### src/rtl/mem_access_unit.sv
// ---------------------------------------------------------------------------
// mem_access_unit
//   MEM-stage data-memory access engine. Takes the registered access code,
//   effective address and store data from EX/MEM, issues one request/ack
//   transaction on a multi-cycle memory port, steers store bytes into lanes,
//   extracts and extends load lanes, and stalls the pipeline until the
//   transaction has completed or been aborted on timeout.
//
// Ports
//   clk            rising-edge clock
//   rst            asynchronous active-low reset
//   read_write_in  {write, funct3} access code from EX/MEM
//   alu_result_in  effective byte address
//   read_data2_in  store data (rs2)
//   mem_req        request valid, held for the whole BUSY phase
//   mem_we         1 = write, 0 = read
//   mem_addr       word address (bits [1:0] zero)
//   mem_be         byte enables (lane mask)
//   mem_wdata      lane-steered store data
//   mem_ack        single-cycle completion pulse from memory
//   mem_rdata      read word, valid with mem_ack
//   load_data_out  extended load result to MEM/WB
//   stall_out      hold upstream pipeline registers
//   misalign_out   misaligned access presented in IDLE
//   bus_error_out  one-cycle pulse when a request times out
// ---------------------------------------------------------------------------
module mem_access_unit #(
    parameter int TIMEOUT_CYCLES = 16
) (
    input  logic        clk,
    input  logic        rst,
    input  logic [3:0]  read_write_in,
    input  logic [31:0] alu_result_in,
    input  logic [31:0] read_data2_in,
    output logic        mem_req,
    output logic        mem_we,
    output logic [31:0] mem_addr,
    output logic [3:0]  mem_be,
    output logic [31:0] mem_wdata,
    input  logic        mem_ack,
    input  logic [31:0] mem_rdata,
    output logic [31:0] load_data_out,
    output logic        stall_out,
    output logic        misalign_out,
    output logic        bus_error_out
);

    typedef enum logic [1:0] {
        IDLE = 2'd0,
        BUSY = 2'd1,
        DONE = 2'd2
    } state_t;

    localparam logic [7:0] CNT_LAST = 8'(TIMEOUT_CYCLES - 1);

    // Lane mask for an access of the given size (code[1:0]) at byte offset.
    function automatic logic [3:0] lane_mask(input logic [1:0] size, input logic [1:0] off);
        logic [3:0] m;
        case (size)
            2'b00:   m = 4'b0001 << off;
            2'b01:   m = 4'b0011 << off;
            default: m = 4'b1111;
        endcase
        return m;
    endfunction

    // Replicate the store operand across lanes; byte enables pick the lane.
    function automatic logic [31:0] steer_store(input logic [1:0] size, input logic [31:0] rs2);
        logic [31:0] w;
        case (size)
            2'b00:   w = {4{rs2[7:0]}};
            2'b01:   w = {2{rs2[15:0]}};
            default: w = rs2;
        endcase
        return w;
    endfunction

    // Pick the addressed byte/halfword and sign- or zero-extend it.
    function automatic logic [31:0] extract_load(input logic [31:0] rdata,
                                                 input logic [2:0]  f3,
                                                 input logic [1:0]  off);
        logic [7:0]  b;
        logic [15:0] h;
        logic [31:0] r;
        case (off)
            2'd0:    b = rdata[7:0];
            2'd1:    b = rdata[15:8];
            2'd2:    b = rdata[23:16];
            default: b = rdata[31:24];
        endcase
        h = off[1] ? rdata[31:16] : rdata[15:0];
        case (f3)
            3'b000:  r = {{24{b[7]}}, b};
            3'b001:  r = {{16{h[15]}}, h};
            3'b100:  r = {24'd0, b};
            3'b101:  r = {16'd0, h};
            default: r = rdata;
        endcase
        return r;
    endfunction

    state_t      state_q, state_d;
    logic [7:0]  cnt_q, cnt_d;
    logic        mem_req_q, mem_req_d;
    logic        mem_we_q, mem_we_d;
    logic [3:0]  mem_be_q, mem_be_d;
    logic [31:0] mem_addr_q, mem_addr_d;
    logic [31:0] mem_wdata_q, mem_wdata_d;
    logic [2:0]  ld_f3_q, ld_f3_d;
    logic [1:0]  ld_off_q, ld_off_d;
    logic [31:0] load_data_q, load_data_d;
    logic        bus_err_q, bus_err_d;

    logic        valid_c;
    logic        misaligned_c;
    logic        access_ok_c;

    // Access decode (combinational on the EX/MEM outputs)
    always_comb begin
        valid_c = 1'b0;
        case (read_write_in)
            4'b0000, 4'b0001, 4'b0010, 4'b0100, 4'b0101,
            4'b1000, 4'b1001, 4'b1010: valid_c = 1'b1;
            default:                   valid_c = 1'b0;
        endcase

        misaligned_c = 1'b0;
        case (read_write_in[1:0])
            2'b01:   misaligned_c = alu_result_in[0];
            2'b10:   misaligned_c = (alu_result_in[1:0] != 2'b00);
            default: misaligned_c = 1'b0;
        endcase
    end

    assign access_ok_c  = valid_c && !misaligned_c;
    assign misalign_out = (state_q == IDLE) && valid_c && misaligned_c;
    assign stall_out    = ((state_q == IDLE) && access_ok_c) || (state_q == BUSY);

    // Next-state and datapath register updates
    always_comb begin
        state_d     = state_q;
        cnt_d       = cnt_q;
        mem_req_d   = mem_req_q;
        mem_we_d    = mem_we_q;
        mem_be_d    = mem_be_q;
        mem_addr_d  = mem_addr_q;
        mem_wdata_d = mem_wdata_q;
        ld_f3_d     = ld_f3_q;
        ld_off_d    = ld_off_q;
        load_data_d = load_data_q;
        bus_err_d   = 1'b0;

        case (state_q)
            IDLE: begin
                if (access_ok_c) begin
                    state_d     = BUSY;
                    cnt_d       = 8'd0;
                    mem_req_d   = 1'b1;
                    mem_we_d    = read_write_in[3];
                    mem_be_d    = lane_mask(read_write_in[1:0], alu_result_in[1:0]);
                    mem_addr_d  = {alu_result_in[31:2], 2'b00};
                    mem_wdata_d = read_write_in[3]
                                  ? steer_store(read_write_in[1:0], read_data2_in) : 32'd0;
                    ld_f3_d     = read_write_in[2:0];
                    ld_off_d    = alu_result_in[1:0];
                end else if (valid_c) begin
                    // Misaligned access is dropped; give MEM/WB a clean zero.
                    load_data_d = 32'd0;
                end
            end
            BUSY: begin
                // An ack wins over a coincident timeout.
                if (mem_ack) begin
                    state_d     = DONE;
                    mem_req_d   = 1'b0;
                    load_data_d = mem_we_q ? 32'd0 : extract_load(mem_rdata, ld_f3_q, ld_off_q);
                end else if (cnt_q == CNT_LAST) begin
                    state_d     = DONE;
                    mem_req_d   = 1'b0;
                    load_data_d = 32'd0;
                    bus_err_d   = 1'b1;
                end else begin
                    cnt_d = cnt_q + 8'd1;
                end
            end
            DONE: begin
                // EX/MEM advances on this edge, so the access is not re-issued.
                state_d = IDLE;
            end
            default: begin
                state_d = IDLE;
            end
        endcase
    end

    always_ff @(posedge clk or negedge rst) begin
        if (!rst) begin
            state_q     <= IDLE;
            cnt_q       <= 8'd0;
            mem_req_q   <= 1'b0;
            mem_we_q    <= 1'b0;
            mem_be_q    <= 4'd0;
            mem_addr_q  <= 32'd0;
            mem_wdata_q <= 32'd0;
            ld_f3_q     <= 3'd0;
            ld_off_q    <= 2'd0;
            load_data_q <= 32'd0;
            bus_err_q   <= 1'b0;
        end else begin
            state_q     <= state_d;
            cnt_q       <= cnt_d;
            mem_req_q   <= mem_req_d;
            mem_we_q    <= mem_we_d;
            mem_be_q    <= mem_be_d;
            mem_addr_q  <= mem_addr_d;
            mem_wdata_q <= mem_wdata_d;
            ld_f3_q     <= ld_f3_d;
            ld_off_q    <= ld_off_d;
            load_data_q <= load_data_d;
            bus_err_q   <= bus_err_d;
        end
    end

    assign mem_req       = mem_req_q;
    assign mem_we        = mem_we_q;
    assign mem_be        = mem_be_q;
    assign mem_addr      = mem_addr_q;
    assign mem_wdata     = mem_wdata_q;
    assign load_data_out = load_data_q;
    assign bus_error_out = bus_err_q;

endmodule

### config.mk
export PLATFORM = sky130hd
export DESIGN_NAME = mem_access_unit
export DESIGN_NICKNAME = d
export VERILOG_FILES = /design/src/rtl/mem_access_unit.sv
export SDC_FILE = /design/constraint.sdc
export NUM_CORES = 1
export LEC_CHECK = 0
export ABC_AREA = 0
export CAP_MARGIN = 10
export CORE_AREA = 2 2 130 132
export DETAILED_ROUTE_END_ITERATION = 16
export DIE_AREA = 0 0 132 134
export PLACE_DENSITY_LB_ADDON = 0.08
export RECOVER_POWER = 100
export SYNTH_ARGS = -nofsm -noshare
export SYNTH_HDL_FRONTEND = slang
export SYNTH_SLANG_ARGS = --single-unit
### constraint.sdc
create_clock -name clk -period 1.9 [get_ports clk]
set_clock_uncertainty 0.15 [all_clocks]
set_input_delay 0.19 -clock clk [delete_from_list [all_inputs] [get_ports clk]]
set_output_delay 0.19 -clock clk [all_outputs]
set_load 0.02 [all_outputs]
==> results by group <==
Global route
  – Grt total ovfl: 0
  – Via count of the first global-routing pass: 5277
  – All-layer global routing usage: 0.2067
  – Number of antenna violations at the first check in global routing: 3
  – Largest net degree at the start of global routing: 56
  – Global-route wire length before repair: 28480 µm

Routing
  – Number of iterations in the first detailed-routing pass: 4
  – Number of vias per cell: 5.042
  – Post-detailed-route count of antenna-violating nets: 0
  – Final routed wire length divided by cell count: 17.84 µm
  – Wirelength, routed: 17810 µm
  – Total via count after detailed routing: 5032
  – DR iter-0 viols: 232
  – Residual DRC count: 0

Cells and area
  – Multi-input logic area: 2546 µm²
  – Synth-to-layout area growth: 60.34%
  – Area used by sequential logic in the layout: 2903 µm²
  – Post-layout instance count excluding filler cells: 998
  – Total of fill cells in the finished design: 1430
  – Fraction of final layout cells sized beyond drive strength 1: 0.2214
  – Post-route design area: 9010 µm²
  – Final net count: 872

Placed design
  – Placer congestion estimate: 0.8250
  – Post-DP Area: 8267 µm²
  – Placed instance count: 949
  – Placed wire-length estimate after detailed placement: 12450 µm
  – Port Buffers: 205

Worst setup path
  – Critical path required time: 2040 ps
  – Data arrival time of the critical path: 2040 ps
  – Crit path largest cell delay: 390 ps
  – Launch instance of the worst register-to-register path: state_q[0]
  – Critical Path, Cell by Cell: clkbuf_2 > buf_4 > and4bb_2 > nor2b_4 > a32oi_2 > buf_4 > clkbuf_16 > o2bb2ai_1
  – Kind of cell adding the most delay to the critical path: buffers and inverters
  – Endpoint of the worst-slack reg-to-reg timing path: load_data_out[25]
  – Register-to-Register Path Depth: 8
  – Critical Path Most Common Cell: sky130_fd_sc_hd__buf_4
  – Buffering stage count on the worst path with inverters included: 4
  – Category of the worst setup path capture point: register
  – Launching element type of the critical path: register
  – Cell at the slowest stage of the critical path: sky130_fd_sc_hd__dfrtp_1
  – Worst R2R Setup Slack: 0.9 ps
  – Largest driver fanout on the critical path: 7
  – Setup CP Type: register to register

Clocking
  – H-tree depth: 4
  – Root buffer selected by CTS: sky130_fd_sc_hd__clkbuf_16
  – Clk buf depth: 2
  – Clock slew at the register clock pins of the worst setup and hold paths: 50 ps
  – Clock sink total: 116
  – CTS tree: yes
  – Clock insertion delay at the later pin of the skew report: 410 ps
  – Clock buffer count from CTS: 17

Logic synthesis
  – Share of synthesized cell area in full adder, half adder and majority cells: 0.01113
  – Main area contributors after synthesis: sky130_fd_sc_hd__dfrtp_1, sky130_fd_sc_hd__mux2_2, sky130_fd_sc_hd__o21ai_0
  – Register bit count reported by yosys: 116
  – Dominant combinational cell family by area after synthesis: compound AO/OA/AOI/OAI gates
  – Synthesized area: 5619 µm²
  – Cell type with the largest total area after synthesis: sky130_fd_sc_hd__dfrtp_1
  – Post-synthesis xor/xnor area fraction: 0.006235
  – Fraction of synthesis flops using an asynchronous set or reset pin: 1.000
  – Total number of yosys warnings: 0
  – Post-synth EDFFs: 0
  – Number of distinct library cell variants in the gate-level netlist after synthesis: 54
  – Average cell area after synthesis: 11.13 µm²
  – Commonest cells in the netlist: sky130_fd_sc_hd__dfrtp_1, sky130_fd_sc_hd__o21ai_0, sky130_fd_sc_hd__mux2_2, sky130_fd_sc_hd__nand2_1, sky130_fd_sc_hd__nor2_1
  – Share of cell area taken by muxes after synthesis: 0.1196
  – Share of Yosys cell area claimed by the top area cell type: 0.5166
  – Cell count after synthesis: 505
  – Fraction of the yosys area taken by sequential cells: 0.5166
  – Area fraction in compound gates after synthesis: 0.1984
  – Simple logic cell fraction of the synthesized area: 0.1071
  – Most frequently used flop master after synthesis: sky130_fd_sc_hd__dfrtp_1
  – Library cell with the highest instance count after synthesis: sky130_fd_sc_hd__dfrtp_1

Status
  – Status: complete, no violations

Timing
  – Hold violation total from the final report: 0
  – Max transition margin: 0.5138
  – Setup_tns: 0 ps
  – Transition time at the pin with the least slew margin: 729.3 ps
  – Final max-slew violation count: 0
  – Achievable frequency: 0.5266 GHz
  – Worst hold-check slack: 49.29 ps
  – Final setup violation count: 0
  – Fraction of the cycle the final worst path needs: 0.9996
  – Minimum period implied by the final worst setup slack: 1899 ps
  – RSZ-0062 raised after global routing: true

Power
  – Total power after layout: 0.01300 W
  – Power density over cell area: 1443 nW/µm²
  – Peak supply drop: 757.1 µV
  – Leak pwr: 3.963 nW

Min path
  – Cell count of the worst hold path: 3
  – Class of the worst hold path: input pin to register
  – Hold path startpoint: read_write_in[1]
  – Worst min-delay path endpoint: ld_f3_q[1]

Floorplanning
  – Overall die width: 132 µm
  – Core footprint: 16290 µm²
  – Starting density of the core: 0.3450
  – Overall die area: 17690 µm²
  – Number of rows created at floorplan: 47
  – Y dimension of the die: 134 µm
  – Boundary Pins: 208

Job
  – Max-capacitance violation count: 0
-- cell type report --
class,count,share of cell area
timing repair buffer,276,0.2957
clock inverter,10,0.01167
antenna,1,0.0002777
inverter,10,0.004444
clock buffer,22,0.05263
multi-input combinational,343,0.2826
tap,220,0.03055
sequential,116,0.3222
-- power by group --
group,switching (W),total (W),internal [W]
combinational,0.00303,0.00583,0.00281
sequential,0.000577,0.00404,0.00346
clock,0.00111,0.00313,0.00202
-- kinds of logic after synthesis --
logic type	after synthesis
AOI/OAI and AO/OA	154
xor gates and xnor gates	4
adders and majority gates	5
buffers and inverters	47
DFF	116
muxes	60
other	1
and+or+nand+nor	118
-- cell usage in the layout, fill, tap and decap left out, drive strengths merged, types with 3 or more instances in the layout --
master and n:
a21boi 9, a21oi 13, a22o 8, a32o 8, buf 64, clkbuf 32, clkdlybuf4s50 98, clkinv 6
dfrtp 116, dlygate4sd2 5, dlygate4sd3 99, ha 5, inv 10, mux2 47, mux2i 12, nand2 36
nand2b 8, nand4 3, nor2 30, nor2b 19, o21ai 58, o2bb2ai 24, o31ai 8, o41ai 16
or3 10, xor2 3
-- worst register-to-register path, stage by stage (launching register included) --
cell	delay [ps]
sky130_fd_sc_hd__dfrtp_1	390
sky130_fd_sc_hd__clkbuf_2	140
sky130_fd_sc_hd__buf_4	140
sky130_fd_sc_hd__and4bb_2	240
sky130_fd_sc_hd__nor2b_4	130
sky130_fd_sc_hd__a32oi_2	220
sky130_fd_sc_hd__buf_4	170
sky130_fd_sc_hd__clkbuf_16	140
sky130_fd_sc_hd__o2bb2ai_1	70
-- what timing repair did --
| action | 4_1_cts | 5_1_grt |
|---|---|---|
| buffers inserted | 10 | 2 |
| hold buffers | 1 | 0 |
| cloned | 4 | 1 |
| pin swaps | 3 | 2 |
| resized for setup | 27 | 11 |
| endpoints found under the setup margin | 60 | 72 |
| endpoints found under the hold margin | 116 | 0 |
-- per-stage QoR --
step | worst slack, ps | utilization
6_report | 0.8547 | 0.5531
5_1_grt | -61.96 | 0.5530
4_1_cts | -4.395 | 0.5595
3_5_place_dp | -588.5 | 0.5075
3_3_place_gp | -548.4 | 0.5075
2_1_floorplan | 25.36 | -
-- worst max-delay path by stage --
| stage | slack (ps) | cells past startpoint | end | start |
|---|---|---|---|---|
| final | 0.9 | 8 | load_data_out[25] | state_q[0] |
| after global routing | -60 | 8 | load_data_out[20] | state_q[0] |
| after CTS | -4 | 7 | mem_wdata[23] | state_q[1] |
| after detailed placement | -590 | 6 | misalign_out | read_write_in[0] |
| after global placement | -550 | 6 | misalign_out | read_write_in[0] |
| after floorplan | 30 | 5 | load_data_out[10] | cnt_q[4] |
-- flip-flops by register name, summed over array words and instances (netlist names), 2 cells and up --
register,cells
ld_f3_q,3
ld_off_q,2
mem_addr,30
mem_be,4
cnt_q,8
mem_wdata,32
load_data_out,32
state_q,2
-- layer usage --
metal	track usage	vias to the layer above	wire length (µm)
met5	0	-	27
met2	0.3302	184	8624
li1	-	2373	-
met1	0.2617	2447	7482
met4	0.07488	4	299
met3	0.06992	24	1373
(Power assumes the default switching activity.)
